## src/rtl/intr_ctrl_pkg.sv

```systemverilog
// -----------------------------------------------------------------------------
// intr_pkg
// Shared types and constants for the prioritized interrupt controller.
//   state_t   : handshake FSM states (IDLE -> REQ -> SERV -> IDLE)
//   NSRC_DEF  : default number of interrupt sources
//   MASK_RST  : mask value after reset (all sources disabled)
// -----------------------------------------------------------------------------
package intr_pkg;

   localparam int NSRC_DEF = 8;

   // Wide enough for the largest legal NSRC; the top slices it to NSRC bits.
   localparam logic [31:0] MASK_RST = '0;

   typedef enum logic [1:0] {
      IDLE = 2'd0,
      REQ  = 2'd1,
      SERV = 2'd2
   } state_t;

endpackage

```

## src/rtl/intr_ctrl_irq_sync.sv

```systemverilog
// -----------------------------------------------------------------------------
// irq_sync
// One request line: two-flop synchronizer followed by a third flop used for
// rising-edge detection.
// Ports:
//   clk   in  : system clock
//   rst_n in  : asynchronous active-low reset, clears all three flops
//   irq   in  : raw asynchronous request level
//   rise  out : one-cycle pulse when the synchronized level goes 0 -> 1
// -----------------------------------------------------------------------------
module irq_sync
   import intr_pkg::*;
(
   input  logic clk,
   input  logic rst_n,
   input  logic irq,
   output logic rise
);

   logic s1_reg;
   logic s2_reg;
   logic s3_reg;

   always_ff @(posedge clk or negedge rst_n) begin
      if (!rst_n) begin
         s1_reg <= 1'b0;
         s2_reg <= 1'b0;
         s3_reg <= 1'b0;
      end else begin
         s1_reg <= irq;
         s2_reg <= s1_reg;
         s3_reg <= s2_reg;
      end
   end

   assign rise = s2_reg & ~s3_reg;

endmodule

```

## src/rtl/intr_ctrl.sv

```systemverilog
// -----------------------------------------------------------------------------
// intr_ctrl
// Prioritized interrupt controller feeding the CPU's Intr input. Request lines
// are synchronized, rising edges latch pending bits, a software mask gates
// arbitration (lowest index wins), and an IDLE/REQ/SERV FSM runs the
// Intr/Inta handshake and holds the serviced ID until Eoi.
// Ports:
//   Clk     in          : system clock
//   Clrn    in          : asynchronous active-low reset
//   Irq     in  [NSRC]  : raw asynchronous request levels
//   Inta    in          : CPU acknowledge pulse
//   Eoi     in          : end-of-interrupt pulse (eret)
//   Wmask   in          : mask write enable
//   MaskIn  in  [NSRC]  : new mask value, 1 = source enabled
//   Intr    out         : registered interrupt request to the CPU
//   IrqId   out [IDW]   : ID of the requested / serviced source
//   Busy    out         : serviced interrupt awaiting Eoi
//   Pend    out [NSRC]  : pending bits
//   Mask    out [NSRC]  : mask readback
// -----------------------------------------------------------------------------
module intr_ctrl
   import intr_pkg::*;
#(
   parameter int NSRC = NSRC_DEF,
   parameter int IDW  = $clog2(NSRC)
) (
   input  logic            Clk,
   input  logic            Clrn,
   input  logic [NSRC-1:0] Irq,
   input  logic            Inta,
   input  logic            Eoi,
   input  logic            Wmask,
   input  logic [NSRC-1:0] MaskIn,
   output logic            Intr,
   output logic [IDW-1:0]  IrqId,
   output logic            Busy,
   output logic [NSRC-1:0] Pend,
   output logic [NSRC-1:0] Mask
);

   state_t          state_reg;
   logic [NSRC-1:0] rise;
   logic [NSRC-1:0] elig;
   logic [NSRC-1:0] clr;
   logic [NSRC-1:0] pend_next;
   logic [IDW-1:0]  win_id;
   logic            win_valid;

   generate
      for (genvar gi = 0; gi < NSRC; gi++) begin : g_sync
         irq_sync u_sync (
            .clk   (Clk),
            .rst_n (Clrn),
            .irq   (Irq[gi]),
            .rise  (rise[gi])
         );
      end
   endgenerate

   // Priority encoder: scanning downward lets the lowest set index win.
   assign elig      = Pend & Mask;
   assign win_valid = |elig;

   always_comb begin
      win_id = '0;
      for (int i = NSRC - 1; i >= 0; i--) begin
         if (elig[i]) win_id = IDW'(i);
      end
   end

   // Acknowledge clears the serviced bit; a same-cycle rise overrides it.
   assign clr       = (state_reg == REQ && Inta) ? (NSRC'(1) << IrqId) : '0;
   assign pend_next = (Pend & ~clr) | rise;

   always_ff @(posedge Clk or negedge Clrn) begin
      if (!Clrn) begin
         state_reg <= IDLE;
         Intr      <= 1'b0;
         Busy      <= 1'b0;
         IrqId     <= '0;
         Pend      <= '0;
         Mask      <= MASK_RST[NSRC-1:0];
      end else begin
         Pend <= pend_next;
         if (Wmask) Mask <= MaskIn;

         case (state_reg)
            IDLE: begin
               if (win_valid) begin
                  IrqId     <= win_id;
                  state_reg <= REQ;
                  Intr      <= 1'b1;
               end
            end
            // Eoi is ignored here; only Inta moves the handshake on.
            REQ: begin
               if (Inta) begin
                  state_reg <= SERV;
                  Intr      <= 1'b0;
                  Busy      <= 1'b1;
               end
            end
            // No nesting: further requests wait until Eoi returns to IDLE.
            SERV: begin
               if (Eoi) begin
                  state_reg <= IDLE;
                  Busy      <= 1'b0;
               end
            end
            default: begin
               state_reg <= IDLE;
               Intr      <= 1'b0;
               Busy      <= 1'b0;
            end
         endcase
      end
   end

endmodule

```

## config.mk

```make
export PLATFORM = sky130hd
export DESIGN_NAME = intr_ctrl
export DESIGN_NICKNAME = d
export VERILOG_FILES = /design/src/rtl/intr_ctrl_pkg.sv /design/src/rtl/intr_ctrl_irq_sync.sv /design/src/rtl/intr_ctrl.sv
export SDC_FILE = /design/constraint.sdc
export NUM_CORES = 1
export LEC_CHECK = 0
export BUFFER_PORTS_ARGS = -buffer_cell sky130_fd_sc_hd__buf_2
export CORE_MARGIN = 4
export CORE_UTILIZATION = 30
export DETAILED_ROUTE_END_ITERATION = 8
export HOLD_SLACK_MARGIN = 0.08
export PLACE_DENSITY_LB_ADDON = 0.3
export SLEW_MARGIN = 10
export SYNTH_ARGS = -nofsm -noshare
export SYNTH_HDL_FRONTEND = slang
export SYNTH_HIERARCHICAL = 1
export SYNTH_SLANG_ARGS = --single-unit
export TNS_END_PERCENT = 5
```

## constraint.sdc

```tcl
create_clock -name Clk -period 2.9 [get_ports Clk]
set_input_delay 0.29 -clock Clk [delete_from_list [all_inputs] [get_ports Clk]]
set_output_delay 0.29 -clock Clk [all_outputs]
set_load 0.05 [all_outputs]
```

Word level (Yosys, flattened, before mapping)

Index checks and enable logic that the tools add are counted.

Output and inout bits: 21
Flip-flop bits (word level): 47
Input bits: 21

Reductions and logical operators: 7
Bitwise logic cells: 22
Multiplexer cells: 19
Equal/unequal tests: 5
Shift-type cells: 1

Operators by type and width:

| kind                                                                  | number |
|---|---|
| 3-bit two-way mux                                                     | 8 |
| 8-bit bitwise AND                                                     | 2 |
| 1-bit NOT                                                             | 10 |
| 3-bit AND reduction                                                   | 3 |
| 1-bit bitwise AND                                                     | 8 |
| 8-bit two-way mux                                                     | 1 |
| 8-bit NOT                                                             | 1 |
| 8-bit bitwise OR                                                      | 1 |
| 8-bit OR reduction                                                    | 1 |
| 1-bit by 3-bit left shift with 8-bit output, first input constant     | 1 |
| 2-bit two-way mux                                                     | 3 |
| 2-bit inequality test, second input constant                          | 3 |
| 1-bit case mux with 3 select lines                                    | 2 |
| 2-bit case mux with 3 select lines                                    | 1 |
| 1-bit two-way mux                                                     | 4 |
| 2-bit by 1-bit equality test with 1-bit output, second input constant | 1 |
| 2-bit equality test, second input constant                            | 1 |
| 2-bit logical NOT                                                     | 1 |
| 2-bit AND reduction                                                   | 1 |
| 1-bit logical AND                                                     | 1 |

Logic depth before layout (Yosys ltp)

Gate-level depths: netlist of run 1.

Depth after elaboration: 9
Mapped depth: 5

Cells and area by module

The synthesis of run 1 kept the hierarchy.

By module, submodules not included:

| module    | instances | area an instance (um2) | sequential area each (um2) | cells each |
|---|---|---|---|---|
| intr_ctrl | 1         | 1033.5                 | 575.6                      | 90 |
| irq_sync  | 8         | 88.8                   | 75.1                       | 4 |

Worst setup path before layout of run 1

OpenSTA, ideal clock, no wires.

Path type: register -> register
Start: register Mask[2]
End: register state_reg[0]
Required time: 2.772 ns
Buffers on the path: 0
Slack: 1.535 ns
Cell stages (with the launch flop): 5
Library setup time: 0.128 ns
Data arrival time: 1.237 ns
Cells stage by stage: dfrtp_1 -> a22oi_1 -> nand4_1 -> nand2_1 -> o21ai_0

Cells in the longest elaborated chain, start to end: 4

Ends and longest elaborated chain:

| element                                | RTL line        | text |
|---|---|---|
| start: declaration                     | intr_ctrl.sv:38 | `output logic [NSRC-1:0] Mask` |
| start signal: assignment               | intr_ctrl.sv:82 | `Mask <= MASK_RST[NSRC-1:0];` |
| start signal: assignment               | intr_ctrl.sv:85 | `if (Wmask) Mask <= MaskIn;` |
| 8-bit bitwise AND                      | intr_ctrl.sv:61 | `assign elig = Pend & Mask;` |
| 8-bit OR reduction                     | intr_ctrl.sv:62 | `assign win_valid = \|elig;` |
| 2-bit inequality test (no source line) | --              |  |
| 3-bit AND reduction (no source line)   | --              |  |
| end signal: assignment                 | intr_ctrl.sv:77 | `state_reg <= IDLE;` |
| end signal: assignment                 | intr_ctrl.sv:91 | `state_reg <= REQ;` |
| end signal: assignment                 | intr_ctrl.sv:98 | `state_reg <= SERV;` |
| end: declaration                       | intr_ctrl.sv:41 | `state_t state_reg;` |

Every way passes these cells.
A chain may end at the register's enable or synchronous reset.

Worst setup path after layout of run 1

Start: register IrqId[0]
End: output port IrqId[0]

RTL lines:

| element                  | RTL line        | text |
|---|---|---|
| start: declaration       | intr_ctrl.sv:35 | `output logic [IDW-1:0] IrqId,` |
| start signal: assignment | intr_ctrl.sv:90 | `IrqId <= win_id;` |

No word-level cell between the ends.

==> results of run 1 <==
==> metal layers <==
layer,up-vias,global-route usage [%]
li1,514,-
met1,522,13.1
met2,32,15.9
met3,2,3.53
met4,0,2.63
met5,-,0
==> placed cells by master (no fill, tap or decap), types with 3 or more instances in the layout <==
| master | Yosys | final |
|---|---|---|
| a21oi_1 | 5 | 5 |
| nand2_1 | 13 | 13 |
| mux2_2 | 8 | 8 |
| nor2b_4 | 9 | 9 |
| a21o_1 | 7 | 7 |
| a22oi_1 | 4 | 4 |
| clkbuf_8 | 0 | 7 |
| dfrtp_1 | 47 | 47 |
| nor2_1 | 3 | 3 |
| o21ai_0 | 4 | 4 |
| buf_2 | 0 | 41 |
==> where the power goes <==
group          switching, mW  internal, mW
sequential             0.134         0.764
clock                  0.208         0.217
combinational          0.436         0.186
total                  0.778          1.17
==> cells by family after synthesis <==
group                  Yosys count  share of synthesized area [%]
multiplexers                     8                           5.17
AO/OA/AOI/OAI                   26                           10.3
buffers and inverters            5                           2.15
AND/OR/NAND/NOR                 36                           15.0
flip-flops                      47                           67.4
==> how the worst min path moves through the flow <==
stage	start	endpoint	slack (ns)	depth (start not counted)
3_5_place_dp	g_sync[6].u_sync/s1_reg$_DFF_PN0_	g_sync[6].u_sync/s2_reg$_DFF_PN0_	0.34	0
3_3_place_gp	g_sync[0].u_sync/s1_reg$_DFF_PN0_	g_sync[0].u_sync/s2_reg$_DFF_PN0_	0.33	0
2_1_floorplan	Clrn	Busy$_DFFE_PN0P_	-0.006	0
6_report	Irq[0]	g_sync[0].u_sync/s1_reg$_DFF_PN0_	0.1	1
4_1_cts	Irq[1]	g_sync[1].u_sync/s1_reg$_DFF_PN0_	0.08	1
5_1_grt	Irq[5]	g_sync[5].u_sync/s1_reg$_DFF_PN0_	0.08	1
==> metrics by stage <==
step	utilization (%)	worst slack, ns	instances	total power, mW
after global placement	36.0	1.60	231	1.52
after global routing	38.2	1.40	241	2.07
final	38.2	1.47	241	1.94
after CTS	37.8	1.46	239	1.97
after detailed placement	36.0	1.54	231	1.54
after floorplan	-	1.54	122	1.39
==> cell type report <==
| type | count | area share, % |
|---|---|---|
| inverters | 1 | 0.176 |
| flip-flops and latches | 47 | 55.2 |
| well taps | 72 | 4.23 |
| repair buffers | 43 | 10.6 |
| clock buffers | 7 | 4.52 |
| clock inverters | 1 | 0.353 |
| multi-input cells | 70 | 24.9 |
==> results_dict.tcl, run 1 <==
set metrics [dict create \
    ff2ff_path_depth 4 \
    grt_pass1_wl_um 5620 \
    fmax_mhz 700 \
    grt_start_max_net_pins 48 \
    maxSlewViolCount 0 \
    place.gp.congestion 0.746 \
    cts_made_buffers 5 \
    wl_um 3290 \
    area_growth_pct 22.1 \
    synth.net_count 143 \
    h-tree-depth 2 \
    ys_ff_latch 47 \
    post_cts_buffers 0 \
    tightest_slew_ns 0.992 \
    synthTopCellsByCount "47 x dfrtp_1, 13 x nand2_1, 9 x nor2b_4" \
    clockBufferDepth 2 \
    synth_warnings 6 \
    outcome "finished, final reports clean" \
    ios 42 \
    grt_usage_pct 10.0 \
    finalInstanceArea_mm2 0.00213 \
    arrival_ns 1.14 \
    synthArstFlopShare_pct 100 \
    crit_end "IrqId[0]" \
    hpwl_um 2450 \
    synthFlopType "dfrtp_1" \
    rrSetupSlack_ns 1.55 \
    syn_inst 122 \
    leakagePower_nw 0.954 \
    rows 27 \
    path_cells "buf_2" \
    die_width_um 84.3 \
    antenna_cells 0 \
    syn_area_per_cell_um2 14.3 \
    synth-edff-count 0 \
    vias_per_cell 4.44 \
    cts-resized-gates 0 \
    vdd_drop_max_mv 0.381 \
    cp.required_ns 2.61 \
    wl_met2_um 1520 \
    fin_tns_setup_ns 0 \
    grt-ovfl-total 0 \
    startpoint "IrqId[0]$_DFFE_PN0P_" \
    synthTopCellsByArea "dfrtp_1 67%, nor2b_4 7.1%, mux2_2 5.2%" \
    post-synth-top-count-cell "dfrtp_1" \
    antenna_found_initial 0 \
    synth_largest_area_cell "dfrtp_1" \
    reg2reg_to "Pend[1]$_DFF_PN0_" \
    drt-wirelength-per-cell_um 13.6 \
    vias 1070 \
    start_kind "flop" \
    start_util_pct 31.3 \
    synth_cell_type_count 25 \
    core-area_mm2 0.00557 \
    whs_ns 0.0976 \
    seqCellArea_mm2 0.00118 \
    clock_sinks 47 \
    cts-root-buf "clkbuf_8" \
    drc_errors 0 \
    clock_latency_ns 0.29 \
    top_layer "met4" \
    drt_iter0_drc 77 \
    fin_crit_ns 1.43 \
    clkTransAtPathRegs_ns 0.08 \
    fillerInstances 529 \
    power_density_mw_per_mm2 913 \
    antenna_left 0 \
    synth_area_mm2 0.00174 \
    critPathCaptureType "output port" \
    cp_num_cells 1 \
    multi_input_area_um2 531 \
    finalSetupViolCount 0 \
    die_area_mm2 0.00710 \
    place_area_mm2 0.00201 \
    dr_wl_met3_um 181 \
    fin_nets 189 \
    rsz0062_at_grt "no" \
    ctsHoldBuffers 0 \
    port_buffers 41 \
    die_y_um 84.3 \
    yosys.area.top_type_share_pct 67.4 \
    path_buf_inv 1 \
    cts_tree "yes" \
    period_share_pct 49.3 \
    first_pass_iters 4 \
    slew_headroom_pct 33.9 \
    drive_above_1_share_pct 39.6 \
    cpPeakStageDelay_ns 0.52 \
    met1_length_um 1560 \
    path_class "flop to output port" \
    cp_top_family "flip-flops" \
    maxCapViolCount 0 \
    reg2reg_from "state_reg[1]$_DFFE_PN0P_" \
    hold_viol 0 \
    crit_slowest_cell "dfrtp_1" \
    seq_area_frac_synth_pct 67.4 \
    worst_hold_path_type "primary input to flop" \
    cp_max_fo 10 \
    first_global_vias 1143 \
    clock_skew_ns 0.00391 \
]
(Power assumes the default switching activity.)
==> run 2, diff against run 1 <==
- ABC_AREA: not set -> 1
- clock period: 2.9 -> 1.4 ns (I/O delays scaled with it)
==> run 2 against run 1 <==
  * Highest routed layer unchanged
  * First-iteration DRC count shrank 6.5%
  * Critical endpoint is now IrqId[1]$_DFFE_PN0P_
  * Flip-flop and latch count unchanged
  * Wire length grew 1.5%
  * Clock-buffer cell count fell by 2
  * Synthesized area is 0.36% lower
  * Core utilization increased by 3.3 points
  * Clock skew barely moved
  * Clock power up 93%
  * Cell area up 8.6%
  * Non-clock buffer count is 16 higher
  * Sequential power grew 96%
  * Sequential share of layout area shrank 4.4 points
==> results_dict.tcl, run 2 <==
set metrics [dict create \
    grt_start_max_net_pins 48 \
    tightest_slew_ns 0.267 \
    yosys.area.top_type_share_pct 67.7 \
    grt-ovfl-total 0 \
    place.gp.congestion 0.838 \
    hold_viol 0 \
    drc_errors 0 \
    worst_hold_path_type "primary input to flop" \
    finalSetupViolCount 0 \
    die_width_um 84.1 \
    final_cell_mix "47 x dfrtp_1, 43 x nand2_1, 41 x buf_2" \
    leakagePower_nw 1.13 \
    die_y_um 84.1 \
    seq_area_frac_synth_pct 67.7 \
    fin_util_pct 41.5 \
    drt_iter0_drc 72 \
    synthArstFlopShare_pct 100 \
    min-delay-start "Eoi" \
    grt_usage_pct 10.5 \
    clkTransAtPathRegs_ns 0.09 \
    cts_tree "yes" \
    path_class "flop to flop" \
    cp_max_fo 6 \
    syn_area_per_cell_um2 10.9 \
    post_cts_buffers 0 \
    synth.net_count 181 \
    synthTopCellsByArea "dfrtp_1 68%, nand2_1 9.3%, inv_1 5.2%" \
    drt-wirelength-per-cell_um 11.2 \
    port_buffers 41 \
    grt_pass1_wl_um 5960 \
    arrival_ns 1.40 \
    rsz0062_at_grt "no" \
    synth_cell_type_count 14 \
    maxCapViolCount 0 \
    wl_um 3340 \
    first_global_vias 1269 \
    fillerInstances 562 \
    slew_headroom_pct 82.3 \
    drive_above_1_share_pct 31.0 \
    start_kind "flop" \
    antenna_left 0 \
    fin_nets 246 \
    first_pass_iters 4 \
    clock_sinks 47 \
    ios 42 \
    fin_crit_ns 1.21 \
    syn_inst 160 \
    cts_made_buffers 5 \
    core-area_mm2 0.00557 \
    clock_skew_ns 0.00362 \
    fin_tns_setup_ns 0 \
    maxSlewViolCount 0 \
    post-synth-top-count-cell "dfrtp_1" \
    outcome "finished, final reports clean" \
    area_growth_pct 33.0 \
    cts-root-buf "clkbuf_8" \
    start_util_pct 31.2 \
    synth_largest_area_cell "dfrtp_1" \
    clock_latency_ns 0.29 \
    synth-edff-count 0 \
    vias_per_cell 4.02 \
    die_area_mm2 0.00707 \
    ys_ff_latch 47 \
    vias 1199 \
    antenna_cells 0 \
    final_common_cell "dfrtp_1" \
    period_share_pct 86.6 \
    synth_area_mm2 0.00174 \
    cp.required_ns 1.59 \
    startpoint "Pend[7]$_DFF_PN0_" \
    hpwl_um 2450 \
    fmax_mhz 825 \
    synthFlopType "dfrtp_1" \
    rows 27 \
    clockBufferDepth 2 \
    power_density_mw_per_mm2 1710 \
    antenna_found_initial 0 \
    vdd_drop_max_mv 0.742 \
    h-tree-depth 2 \
    synthTopCellsByCount "47 x dfrtp_1, 43 x nand2_1, 24 x inv_1" \
    reg2reg_from "Pend[7]$_DFF_PN0_" \
    critPathCaptureType "flop" \
    synth_warnings 6 \
]
[run 2: cell types whose count changed in the layout (fill, tap and decap cells not counted), sizes merged, moves of 7 or more]
cell	previous run	this run
nor2b	9	0
nor2	3	15
nand2	13	47
o21ai	4	11
inv	1	27
dlygate4sd3	2	17
a21o	8	0
[run 2: routing by layer]
layer | up-vias | GRT usage [%] | routed length, um
met3 | 6 | 3.95 | 227
li1 | 617 | - | -
met4 | 0 | 3.51 | 30
met2 | 34 | 16.9 | 1680
met1 | 542 | 13.1 | 1390
met5 | - | 0 | 0
[run 2: worst paths after layout]
path	end	slack, ns	cells after the start
max	IrqId[1]$_DFFE_PN0P_	0.19	7
min	state_reg[1]$_DFFE_PN0P_	0.10	4
max reg2reg	IrqId[1]$_DFFE_PN0P_	0.19	7
min reg2reg	g_sync[0].u_sync/s2_reg$_DFF_PN0_	0.35	0
max in group asynchronous	g_sync[0].u_sync/s3_reg$_DFF_PN0_	0.84	3
min in group asynchronous	g_sync[5].u_sync/s1_reg$_DFF_PN0_	0.34	3
[run 2: critical path, stage by stage (launching register included)]
cell	delay (ns)
dfrtp_1	0.43
nand2_1	0.10
nand2_1	0.08
nor2_2	0.16
nand2_2	0.08
nand2_2	0.10
nand3b_1	0.11
nand2_1	0.06
[run 2: cell families (layout without fill, tap and decap cells)]
family | count (synthesis) | after routing | synth area share [%]
AND/OR/NAND/NOR | 64 | 64 | 16.9
flip-flops | 47 | 47 | 67.7
buffers and inverters | 28 | 94 | 6.12
multiplexers | 8 | 8 | 5.18
AO/OA/AOI/OAI | 13 | 13 | 4.10
[run 2: report_power, final]
part / leakage, nW / internal [mW] / switching, mW
Sequential: 0.533 / 1.57 / 0.190
Combinational: 0.556 / 0.378 / 0.996
Clock: 0.0443 / 0.357 / 0.462
[run 2: layout make-up]
cell class | instances | area (um2) | share of cell area, %
clock buffers | 5 | 68.8 | 2.98
clock inverters | 3 | 25.0 | 1.08
inverters | 27 | 101 | 4.38
multi-input cells | 85 | 455 | 19.7
flip-flops and latches | 47 | 1180 | 50.9
well taps | 72 | 90.1 | 3.90
repair buffers | 59 | 395 | 17.1
[run 2: per-stage QoR]
step | hold slack, ns | cells | setup slack, ns | total power [mW] | instance area, um2
after floorplan | -0.156 | 160 | 0.0643 | 2.76 | 1740
after global placement | 0.142 | 273 | 0.220 | 3.14 | 2050
after detailed placement | 0.140 | 273 | 0.192 | 3.15 | 2050
after CTS | 0.0939 | 298 | 0.169 | 4.01 | 2310
after global routing | 0.115 | 298 | 0.0672 | 4.22 | 2310
final | 0.101 | 298 | 0.188 | 3.95 | 2310
[run 2: what timing repair did]
action	4_1_cts	5_1_grt
resized for setup	0	0
hold endpoints to repair	63	0
hold buffers	17	0
